==> config.mk <==
export PLATFORM = sky130hd
export DESIGN_NAME = bram_readout_ctrl_flat
export DESIGN_NICKNAME = d
export VERILOG_FILES = /design/src/rtl/bram_readout_if.sv /design/src/rtl/bram_readout_ctrl.sv /design/src/flat_wrapper.sv
export SDC_FILE = /design/constraint.sdc
export NUM_CORES = 1
export LEC_CHECK = 0
export CORE_ASPECT_RATIO = 2
export CORE_MARGIN = 1.5
export CORE_UTILIZATION = 55
export DETAILED_ROUTE_END_ITERATION = 16
export PLACE_DENSITY = 0.81
export SKIP_CTS_REPAIR_TIMING = 1
export SYNTH_ARGS = -nofsm -noshare
export SYNTH_HDL_FRONTEND = slang
export SYNTH_SLANG_ARGS = --single-unit
==> constraint.sdc <==
create_clock -name clk -period 7.4 [get_ports clk]
set_input_delay 1.48 -clock clk [delete_from_list [all_inputs] [get_ports clk]]
set_output_delay 1.48 -clock clk [all_outputs]
set_load 0.02 [all_outputs]
==> src/rtl/bram_readout_if.sv <==
`default_nettype none
// +----------------------------------------------------------------------+
// | bram_readout_if : control, BRAM port-B and byte-stream signals       |
// | Revision 1.0                                                         |
// +----------------------------------------------------------------------+
interface bram_readout_if #(
  parameter int ADDR_W = 12,
  parameter int DATA_W = 8,
  parameter int LEN_W  = 13
);
  logic              start;
  logic [ADDR_W-1:0] base_addr;
  logic [LEN_W-1:0]  length;
  logic              busy;
  logic              done;
  logic              enb;
  logic [ADDR_W-1:0] addrb;
  logic [DATA_W-1:0] doutb;
  logic [DATA_W-1:0] m_data;
  logic              m_valid;
  logic              m_ready;

  modport master (
    input  start, base_addr, length, doutb, m_ready,
    output busy, done, enb, addrb, m_data, m_valid
  );

  modport slave (
    output start, base_addr, length, doutb, m_ready,
    input  busy, done, enb, addrb, m_data, m_valid
  );
endinterface
`default_nettype wire

==> src/rtl/bram_readout_ctrl.sv <==
`default_nettype none
// +----------------------------------------------------------------------+
// | bram_readout_ctrl : BRAM port-B burst reader with 2-entry skid buffer |
// | Revision 1.0                                                         |
// +----------------------------------------------------------------------+
module bram_readout_ctrl #(
  parameter int ADDR_W = 12,
  parameter int DATA_W = 8,
  parameter int LEN_W  = 13
) (
  input  wire logic      clk,
  input  wire logic      rst,
  bram_readout_if.master bus
);

  localparam logic [1:0] S_IDLE  = 2'd0;
  localparam logic [1:0] S_READ  = 2'd1;
  localparam logic [1:0] S_DRAIN = 2'd2;
  localparam logic [1:0] S_FIN   = 2'd3;

  logic [1:0]        r_state;
  logic [1:0]        w_next;
  logic [ADDR_W-1:0] r_rd_addr;
  logic [ADDR_W-1:0] r_addr_last;
  logic [LEN_W-1:0]  r_rd_left;
  logic [LEN_W-1:0]  r_out_left;
  logic              r_inflight;
  logic [DATA_W-1:0] r_buf0;
  logic [DATA_W-1:0] r_buf1;
  logic              r_wptr;
  logic              r_rptr;
  logic [1:0]        r_occ;
  logic              w_valid;
  logic              w_pop;
  logic              w_enb;
  logic [1:0]        w_occ_eff;

  assign w_valid = (r_occ != 2'd0);
  assign w_pop   = w_valid && bus.m_ready;

  // Occupancy counts this cycle's pop so a steady stream issues every cycle.
  assign w_occ_eff = r_occ + {1'b0, r_inflight} - {1'b0, w_pop};
  assign w_enb     = (r_state == S_READ) && (r_rd_left != '0) && (w_occ_eff < 2'd2);

  always_ff @(posedge clk or posedge rst) begin
    if (rst) r_state <= S_IDLE;
    else     r_state <= w_next;
  end

  always_comb begin
    w_next = r_state;
    case (r_state)
      S_IDLE: begin
        if (bus.start) w_next = (bus.length == '0) ? S_FIN : S_READ;
      end
      S_READ: begin
        if (w_enb && (r_rd_left == LEN_W'(1))) w_next = S_DRAIN;
      end
      S_DRAIN: begin
        // Leave as soon as the final handshake happens, not a cycle later.
        if ((r_out_left == '0) || ((r_out_left == LEN_W'(1)) && w_pop)) w_next = S_FIN;
      end
      default: w_next = S_IDLE;
    endcase
  end

  always_comb begin
    bus.busy    = (r_state != S_IDLE);
    bus.done    = (r_state == S_FIN);
    bus.enb     = w_enb;
    bus.addrb   = w_enb ? r_rd_addr : r_addr_last;
    bus.m_valid = w_valid;
    bus.m_data  = r_rptr ? r_buf1 : r_buf0;
  end

  always_ff @(posedge clk or posedge rst) begin
    if (rst) begin
      r_rd_addr   <= '0;
      r_addr_last <= '0;
      r_rd_left   <= '0;
      r_out_left  <= '0;
      r_inflight  <= 1'b0;
    end else begin
      r_inflight <= w_enb;
      if ((r_state == S_IDLE) && bus.start && (bus.length != '0)) begin
        r_rd_addr  <= bus.base_addr;
        r_rd_left  <= bus.length;
        r_out_left <= bus.length;
      end else begin
        if (w_enb) begin
          r_rd_addr   <= r_rd_addr + ADDR_W'(1);
          r_rd_left   <= r_rd_left - LEN_W'(1);
          r_addr_last <= r_rd_addr;
        end
        if (w_pop && (r_out_left != '0)) r_out_left <= r_out_left - LEN_W'(1);
      end
    end
  end

  // Read data returns one cycle after enb and lands at the buffer tail.
  always_ff @(posedge clk or posedge rst) begin
    if (rst) begin
      r_buf0 <= '0;
      r_buf1 <= '0;
      r_wptr <= 1'b0;
      r_rptr <= 1'b0;
      r_occ  <= 2'd0;
    end else begin
      if (r_inflight) begin
        if (r_wptr) r_buf1 <= bus.doutb;
        else        r_buf0 <= bus.doutb;
        r_wptr <= ~r_wptr;
      end
      if (w_pop) r_rptr <= ~r_rptr;
      r_occ <= r_occ + {1'b0, r_inflight} - {1'b0, w_pop};
    end
  end

endmodule
`default_nettype wire

==> src/flat_wrapper.sv <==
// flat-port wrapper written by rule: the top's interface ports become plain ports
module bram_readout_ctrl_flat 
#(
  parameter int ADDR_W = 12,
  parameter int DATA_W = 8,
  parameter int LEN_W  = 13
)
  (clk, rst, bus_start, bus_base_addr, bus_length, bus_doutb, bus_m_ready, bus_busy, bus_done, bus_enb, bus_addrb, bus_m_data, bus_m_valid);
  bram_readout_if #(.ADDR_W(ADDR_W), .DATA_W(DATA_W), .LEN_W(LEN_W)) bus_i ();
  input  wire logic clk;
  input  wire logic rst;
  input wire logic [$bits(bus_i.start)-1:0] bus_start;
  input wire logic [$bits(bus_i.base_addr)-1:0] bus_base_addr;
  input wire logic [$bits(bus_i.length)-1:0] bus_length;
  input wire logic [$bits(bus_i.doutb)-1:0] bus_doutb;
  input wire logic [$bits(bus_i.m_ready)-1:0] bus_m_ready;
  output wire logic [$bits(bus_i.busy)-1:0] bus_busy;
  output wire logic [$bits(bus_i.done)-1:0] bus_done;
  output wire logic [$bits(bus_i.enb)-1:0] bus_enb;
  output wire logic [$bits(bus_i.addrb)-1:0] bus_addrb;
  output wire logic [$bits(bus_i.m_data)-1:0] bus_m_data;
  output wire logic [$bits(bus_i.m_valid)-1:0] bus_m_valid;
  assign bus_i.start = bus_start;
  assign bus_i.base_addr = bus_base_addr;
  assign bus_i.length = bus_length;
  assign bus_i.doutb = bus_doutb;
  assign bus_i.m_ready = bus_m_ready;
  assign bus_busy = bus_i.busy;
  assign bus_done = bus_i.done;
  assign bus_enb = bus_i.enb;
  assign bus_addrb = bus_i.addrb;
  assign bus_m_data = bus_i.m_data;
  assign bus_m_valid = bus_i.m_valid;
  bram_readout_ctrl #(.ADDR_W(ADDR_W), .DATA_W(DATA_W), .LEN_W(LEN_W)) u_core (.clk(clk), .rst(rst), .bus(bus_i));
endmodule
==> run_results.csv, run 1 <==
group,metric,value,unit
synth,synth_cell_type_count,47,
drt,wire_per_inst,17.31,um
clock_tree,cts_buffers,9,
die,boundaryPins,61,
final_layout,nNetsFinal,479,
synth,syn_inst,367,
die,fp.dieArea,7756,um2
drt,detail_route.first_pass.iterations,4,
synth,main_flop_type_after_synthesis,"sky130_fd_sc_hd__dfrtp_1",
sta,setup_repair_after_global_routing_missed_its_margin,"no",
clock_tree,cts-root-buf,"sky130_fd_sc_hd__clkbuf_16",
clock_tree,h_tree_depth,3,
power,power,2356,uW
sta,clock-skew-final,0.007635,ns
place,dp.cells,509,
place,place.port_buffers,60,
place,routabilityCongestion,0.8540,
sta,max_slew_margin,39.36,%
global_route,grt_use_met1,24.95,%
global_route,grt_pass1_wl,14.52,mm
drt,wl,9.073,mm
setup_path,crit_required,5.92,ns
sta,report.final.setup_viol,0,
drt,number_of_vias_in_the_routed_layout,3031,
flow_run,number_of_violations_of_the_max_capacitance_limit,0,
clock_tree,tritoncts,"done",
setup_path,worst_path_largest_cell_delay,0.53,ns
power,vdd_drop_max,281.1,uV
synth,synth_fp_nets,416,
clock_tree,clock_path_buffers,2,
power,p_leak,0.001992,uW
final_layout,multiInputGateArea,2007,um2
clock_tree,clk_transition_reported_paths,0.05,ns
global_route,globalRoute.totalOverflow,0,
sta,finalHoldViolations,0,
setup_path,setup.worst_path.class,"primary input to output pin",
drt,drt_iter0_markers,152,
synth,seq_area_frac_synth,46.09,%
final_layout,area.sequential,1827,um2
die,initial_utilization,57.11,%
sta,final.period_utilization,87.31,%
sta,timing_max_transition_violations_final,0,
setup_path,path_max_fanout,14,
synth,syn-cell-area,3964,um2
drt,ant_nets,0,
run_status,result_of_the_run,"finished clean",
synth,synthesis.area_per_instance,10.80,um2
drt,drc,0,
synth,yosys_warnings,0,
die,placeableCoreArea,6940,um2
setup_path,cp-end-kind,"output pin",
synth,synthDominantCellAreaShare,46.09,%
die,floorplan.die.width,63.03,um
power,power-per-cell-area,475.1,nW/um2
clock_tree,clkLatencyLatePin,0.34,ns
sta,fmaxAchievable,154.8,MHz
die,die_y,123.1,um
synth,synth_area_leader_cell,"sky130_fd_sc_hd__dfrtp_1",
final_layout,final_cells,524,
global_route,initial_antenna_violation_count,0,
drt,viasPerCell,5.784,
setup_path,cp_slowest_cell,"sky130_fd_sc_hd__clkdlybuf4s50_1",
sta,timing.final.crit_period,6.461,ns
hold_path,hold_path.class,"flop to flop",
global_route,grt_util_met3,3.731,%
place,half_perimeter_wire_length_of_the_detailed_placement_result,6.311,mm
final_layout,drive_above_1_share,17.97,%
global_route,maximum_number_of_pins_on_one_net_before_global_route_repair,74,
setup_path,critPathArrivalTime,4.98,ns
synth,synth_seq_cells,73,
global_route,grt_util_met2,45.21,%
global_route,global_route.peak_usage_layer,"met2",
synth,yosys-top-cells-area,"sky130_fd_sc_hd__dfrtp_1 (46%), sky130_fd_sc_hd__mux2_2 (10%), sky130_fd_sc_hd__xnor2_1 (5.1%), sky130_fd_sc_hd__mux2_4 (4.5%), sky130_fd_sc_hd__ha_1 (3.8%)",
final_layout,fillers,503,
place,placed_cell_area,4629,um2
synth,async_reset_ff_share,100.0,%
global_route,first_global_vias,3105,
setup_path,path_cells,"clkdlybuf4s50_1 -> o21ai_1 -> inv_1 -> ha_1 -> inv_1 -> ha_1 -> xnor3_1 -> nand2_2 -> nor2_2 -> buf_4 -> mux2_2 -> clkdlybuf4s50_1",
synth,synth-edff-count,0,
final_layout,area_growth_syn_to_layout,25.13,%
clock_tree,tritoncts_num_sinks,73,
final_layout,antenna-diode-count,0,
final_layout,final_core_utilization,71.46,%
setup_path,worst_setup_path_start_kind,"primary input",
die,rows,43,
final_layout,finalInstanceArea,4960,um2
global_route,groute.usage.overall,24.85,%
sta,worstMarginPinSlew,0.9095,ns
sta,fin_setup_tns,0,ns
-- critical path: cells and delay by family --
kind / cells / cell delay (ns)
mux: 1 / 0.36
simple gates: 2 / 0.64
buf+inv: 5 / 1.46
compound gates: 1 / 0.25
xor+xnor: 1 / 0.31
fa+ha+maj: 2 / 0.48
-- where the power goes --
group	internal (uW)	switching, uW
sequential	601	190
combinational	577	506
clock	321	160
total	1500	857
-- worst paths after layout --
kind	from	end	slack, ns	cells after the start
hold reg to reg	u_core.r_wptr	u_core.r_wptr	0.49	1
min in group asynchronous	rst	u_core.r_out_left[11]	1.73	3
hold / removal	u_core.r_wptr	u_core.r_wptr	0.49	1
setup reg to reg	u_core.r_occ[1]	u_core.r_rd_left[2]	4.29	11
max in group asynchronous	rst	u_core.r_rd_left[1]	5.06	3
setup / recovery	bus_m_ready	bus_addrb[11]	0.94	12
-- cells in the mapped netlist (6+ instances only) --
library cell	n
sky130_fd_sc_hd__a21oi_1	23
sky130_fd_sc_hd__clkbuf_1	6
sky130_fd_sc_hd__dfrtp_1	73
sky130_fd_sc_hd__ha_1	12
sky130_fd_sc_hd__inv_1	12
sky130_fd_sc_hd__mux2_2	36
sky130_fd_sc_hd__mux2_4	12
sky130_fd_sc_hd__nand2_1	28
sky130_fd_sc_hd__nand3_1	12
sky130_fd_sc_hd__nor2_1	24
sky130_fd_sc_hd__nor3_1	16
sky130_fd_sc_hd__nor4_1	11
sky130_fd_sc_hd__o21ai_0	14
sky130_fd_sc_hd__xnor2_1	23
sky130_fd_sc_hd__xor2_1	9
-- sequential cells by signal, summed over array words and instances (netlist names) --
signal              count
u_core.r_out_left      13
u_core.r_rd_left       13
u_core.r_addr_last     12
u_core.r_rd_addr       12
u_core.r_buf0           8
u_core.r_buf1           8
u_core.r_occ            2
u_core.r_state          2
u_core.r_inflight       1
u_core.r_rptr           1
u_core.r_wptr           1
-- per-layer routing --
| layer | vias up | routed length [um] |
|---|---|---|
| li1 | 1426 | - |
| met1 | 1478 | 3208 |
| met2 | 94 | 5064 |
| met3 | 33 | 333 |
| met4 | 0 | 465 |
| met5 | - | 0 |
-- metrics by stage --
stage,hold slack (ns),setup WS [ns]
after CTS,0.4894,0.9246
after global routing,0.4999,0.6982
after detailed placement,0.4781,0.9284
after global placement,0.4793,1.019
after floorplan,0.4604,2.516
final,0.4887,0.9388
-- cell families after synthesis --
family / after synthesis / synth area share, %
flops: 73 / 46.09
mux: 52 / 15.78
simple gates: 123 / 16.26
compound gates: 49 / 7.165
xor+xnor: 33 / 7.639
fa+ha+maj: 12 / 3.788
buf+inv: 25 / 3.283
-- area by class of cell --
| cell class | instances | area share, % |
|---|---|---|
| multi-input cells | 269 | 40.46 |
| flip-flops and latches | 73 | 36.83 |
| repair buffers | 65 | 12.87 |
| clock buffers | 13 | 5.449 |
| well taps | 90 | 2.270 |
| clock inverters | 2 | 1.211 |
| inverters | 12 | 0.9082 |
-- cell usage in the layout, fill, tap and decap left out, types with 14 or more instances in the layout --
cell	count
sky130_fd_sc_hd__mux2_2	36
sky130_fd_sc_hd__clkdlybuf4s50_1	60
sky130_fd_sc_hd__nor3_1	16
sky130_fd_sc_hd__dfrtp_1	73
sky130_fd_sc_hd__nor2_1	24
sky130_fd_sc_hd__a21oi_1	23
sky130_fd_sc_hd__xnor2_1	23
sky130_fd_sc_hd__o21ai_0	14
sky130_fd_sc_hd__nand2_1	28
Note: power is estimated with default switching activity, not from simulation.
==> run 2, diff against run 1 <==
--- a/config.mk
+++ b/config.mk
@@ -10,5 +10,5 @@
 export CORE_UTILIZATION = 55
 export DETAILED_ROUTE_END_ITERATION = 16
-export PLACE_DENSITY = 0.81
+export PLACE_DENSITY = 0.8
 export SKIP_CTS_REPAIR_TIMING = 1
 export SYNTH_ARGS = -nofsm -noshare
==> constraint.sdc (replaced) <==
create_clock -name clk -period 7.4 [get_ports clk]
set_input_delay 1.48 -clock clk [delete_from_list [all_inputs] [get_ports clk]]
set_output_delay 1.48 -clock clk [all_outputs]
set_load 0.05 [all_outputs]
==> run_results.csv, run 2 (synthesis gave the netlist of run 1 again) <==
group,metric,value,unit
die,fp.dieArea,7756,um2
die,rows,43,
sta,setup_repair_after_global_routing_missed_its_margin,"no",
power,p_leak,0.001986,uW
flow_run,number_of_violations_of_the_max_capacitance_limit,0,
drt,wirelength_met1,3.258,mm
power,power-per-cell-area,517.1,nW/um2
die,die_y,123.1,um
run_status,result_of_the_run,"finished clean",
drt,detail_route.first_pass.iterations,4,
hold_path,hp-start,"u_core.r_wptr",
final_layout,area_growth_syn_to_layout,24.87,%
setup_path,setup.worst_path.class,"primary input to output pin",
setup_path,cp-end-kind,"output pin",
sta,worstMarginPinSlew,0.8978,ns
final_layout,antenna-diode-count,0,
clock_tree,cts-root-buf,"sky130_fd_sc_hd__clkbuf_16",
place,half_perimeter_wire_length_of_the_detailed_placement_result,6.556,mm
global_route,maximum_number_of_pins_on_one_net_before_global_route_repair,74,
setup_path,critPathArrivalTime,5.07,ns
setup_path,worst_path_largest_cell_delay,0.70,ns
final_layout,layout_commonest_cell,"sky130_fd_sc_hd__dfrtp_1",
global_route,initial_antenna_violation_count,0,
die,boundaryPins,61,
setup_path,worst_setup_path_start_kind,"primary input",
final_layout,largest_registers,"u_core.r_out_left: 13 flops, u_core.r_rd_left: 13 flops",
global_route,first_global_vias,3153,
drt,dr.max_layer_used,"met4",
drt,met3RoutedLength,311,um
place,routabilityCongestion,0.9055,
global_route,grt_pass1_wl,14.79,mm
drt,ant_nets,0,
final_layout,final_core_utilization,71.32,%
clock_tree,tritoncts_num_sinks,73,
clock_tree,clk_transition_reported_paths,0.06,ns
setup_path,cp_slowest_cell,"sky130_fd_sc_hd__clkdlybuf4s50_1",
sta,max_slew_margin,40.15,%
sta,clock-skew-final,0.005614,ns
drt,drt_iter0_markers,131,
drt,wl_met2,5.208,mm
hold_path,hold_path.class,"flop to flop",
final_layout,nNetsFinal,479,
drt,drc,0,
place,place.port_buffers,60,
sta,timing_max_transition_violations_final,0,
drt,number_of_vias_in_the_routed_layout,3015,
sta,finalHoldViolations,0,
setup_path,crit_required,5.92,ns
sta,fmaxAchievable,152.6,MHz
drt,viasPerCell,5.743,
clock_tree,tritoncts,"done",
sta,timing.final.crit_period,6.554,ns
setup_path,crit-reg2reg-launch,"u_core.r_occ[1]",
clock_tree,h_tree_depth,3,
drt,wl,9.149,mm
sta,report.final.setup_viol,0,
final_layout,fillers,520,
power,vdd_drop_max,363.3,uV
setup_path,setup.worst_path.start,"bus_m_ready",
die,placeableCoreArea,6940,um2
global_route,globalRoute.totalOverflow,0,
clock_tree,clock_path_buffers,2,
die,initial_utilization,57.11,%
final_layout,drive_above_1_share,18.39,%
sta,fin_setup_tns,0,ns
clock_tree,clkLatencyLatePin,0.34,ns
die,floorplan.die.width,63.03,um
drt,wire_per_inst,17.43,um
global_route,groute.usage.overall,25.21,%
clock_tree,cts_buffers,9,
final_layout,mostFrequentLayoutCells,"sky130_fd_sc_hd__dfrtp_1 (73), sky130_fd_sc_hd__clkdlybuf4s50_1 (60), sky130_fd_sc_hd__mux2_2 (36)",
sta,final.period_utilization,88.57,%
setup_path,path_max_fanout,17,
setup_path,path_cells,"clkdlybuf4s50_1 -> o21ai_1 -> inv_1 -> ha_1 -> inv_1 -> ha_1 -> xnor3_1 -> nand2_2 -> nor2_2 -> buf_4 -> mux2_2 -> clkdlybuf4s50_1",
-- run 2: cell count changes in the layout (fill, tap and decap cells not counted), sizes merged --
cell	before	now
clkinvlp	0	1
clkbuf	13	9
clkinv	0	4
-- run 2: stage by stage --
stage / hold WS (ns) / std cells / setup WS [ns] / area [um2] / power (uW)
floorplan: 0.4604 / 367 / 2.396 / 3964 / 1751
global placement: 0.4756 / 509 / 0.9444 / 4629 / 2049
detailed placement: 0.4926 / 509 / 0.8397 / 4629 / 2096
CTS: 0.5064 / 525 / 0.8463 / 4950 / 2569
global route: 0.5227 / 525 / 0.5944 / 4950 / 2700
finish: 0.5020 / 525 / 0.8457 / 4950 / 2559
-- run 2: final timing paths --
check | slack [ns] | end | cells past startpoint
min in group asynchronous | 1.75 | u_core.r_buf0[4] | 3
max in group asynchronous | 5.09 | u_core.r_addr_last[9] | 3
worst min register to register | 0.50 | u_core.r_wptr | 1
worst max-delay path | 0.85 | bus_addrb[2] | 12
worst min-delay path | 0.50 | u_core.r_wptr | 1
worst max register to register | 4.34 | u_core.r_rd_addr[1] | 11
-- run 2: per-layer routing --
metal / GRT usage [%] / vias up
met2: 47.54 / 83
li1: - / 1437
met1: 25.15 / 1469
met3: 4.277 / 26
met4: 15.69 / 0
met5: 0 / -
-- run 2: power breakdown --
| group | internal, uW | switching, uW | total (uW) |
|---|---|---|---|
| clock network | 295 | 169 | 463 |
| registers | 601 | 189 | 790 |
| logic | 576 | 730 | 1310 |
| total | 1470 | 1090 | 2560 |
-- run 2: cell type report --
type | count | area [um2] | share of cell area, %
Tap cell | 90 | 112.6 | 2.275
Inverter | 12 | 45.04 | 0.9100
Multi-Input combinational cell | 269 | 2007 | 40.55
Clock buffer | 9 | 225.2 | 4.550
Timing Repair Buffer | 65 | 638.1 | 12.89
Sequential cell | 73 | 1827 | 36.91
Clock inverter | 7 | 95.09 | 1.921
-- run 2: worst max-delay path, delay by kind of cell --
family,cells,cell delay (ns)
AO/OA/AOI/OAI,1,0.26
buffers and inverters,5,1.64
AND/OR/NAND/NOR,2,0.53
adder cells (fa/ha/maj),2,0.48
multiplexers,1,0.36
XOR/XNOR,1,0.31
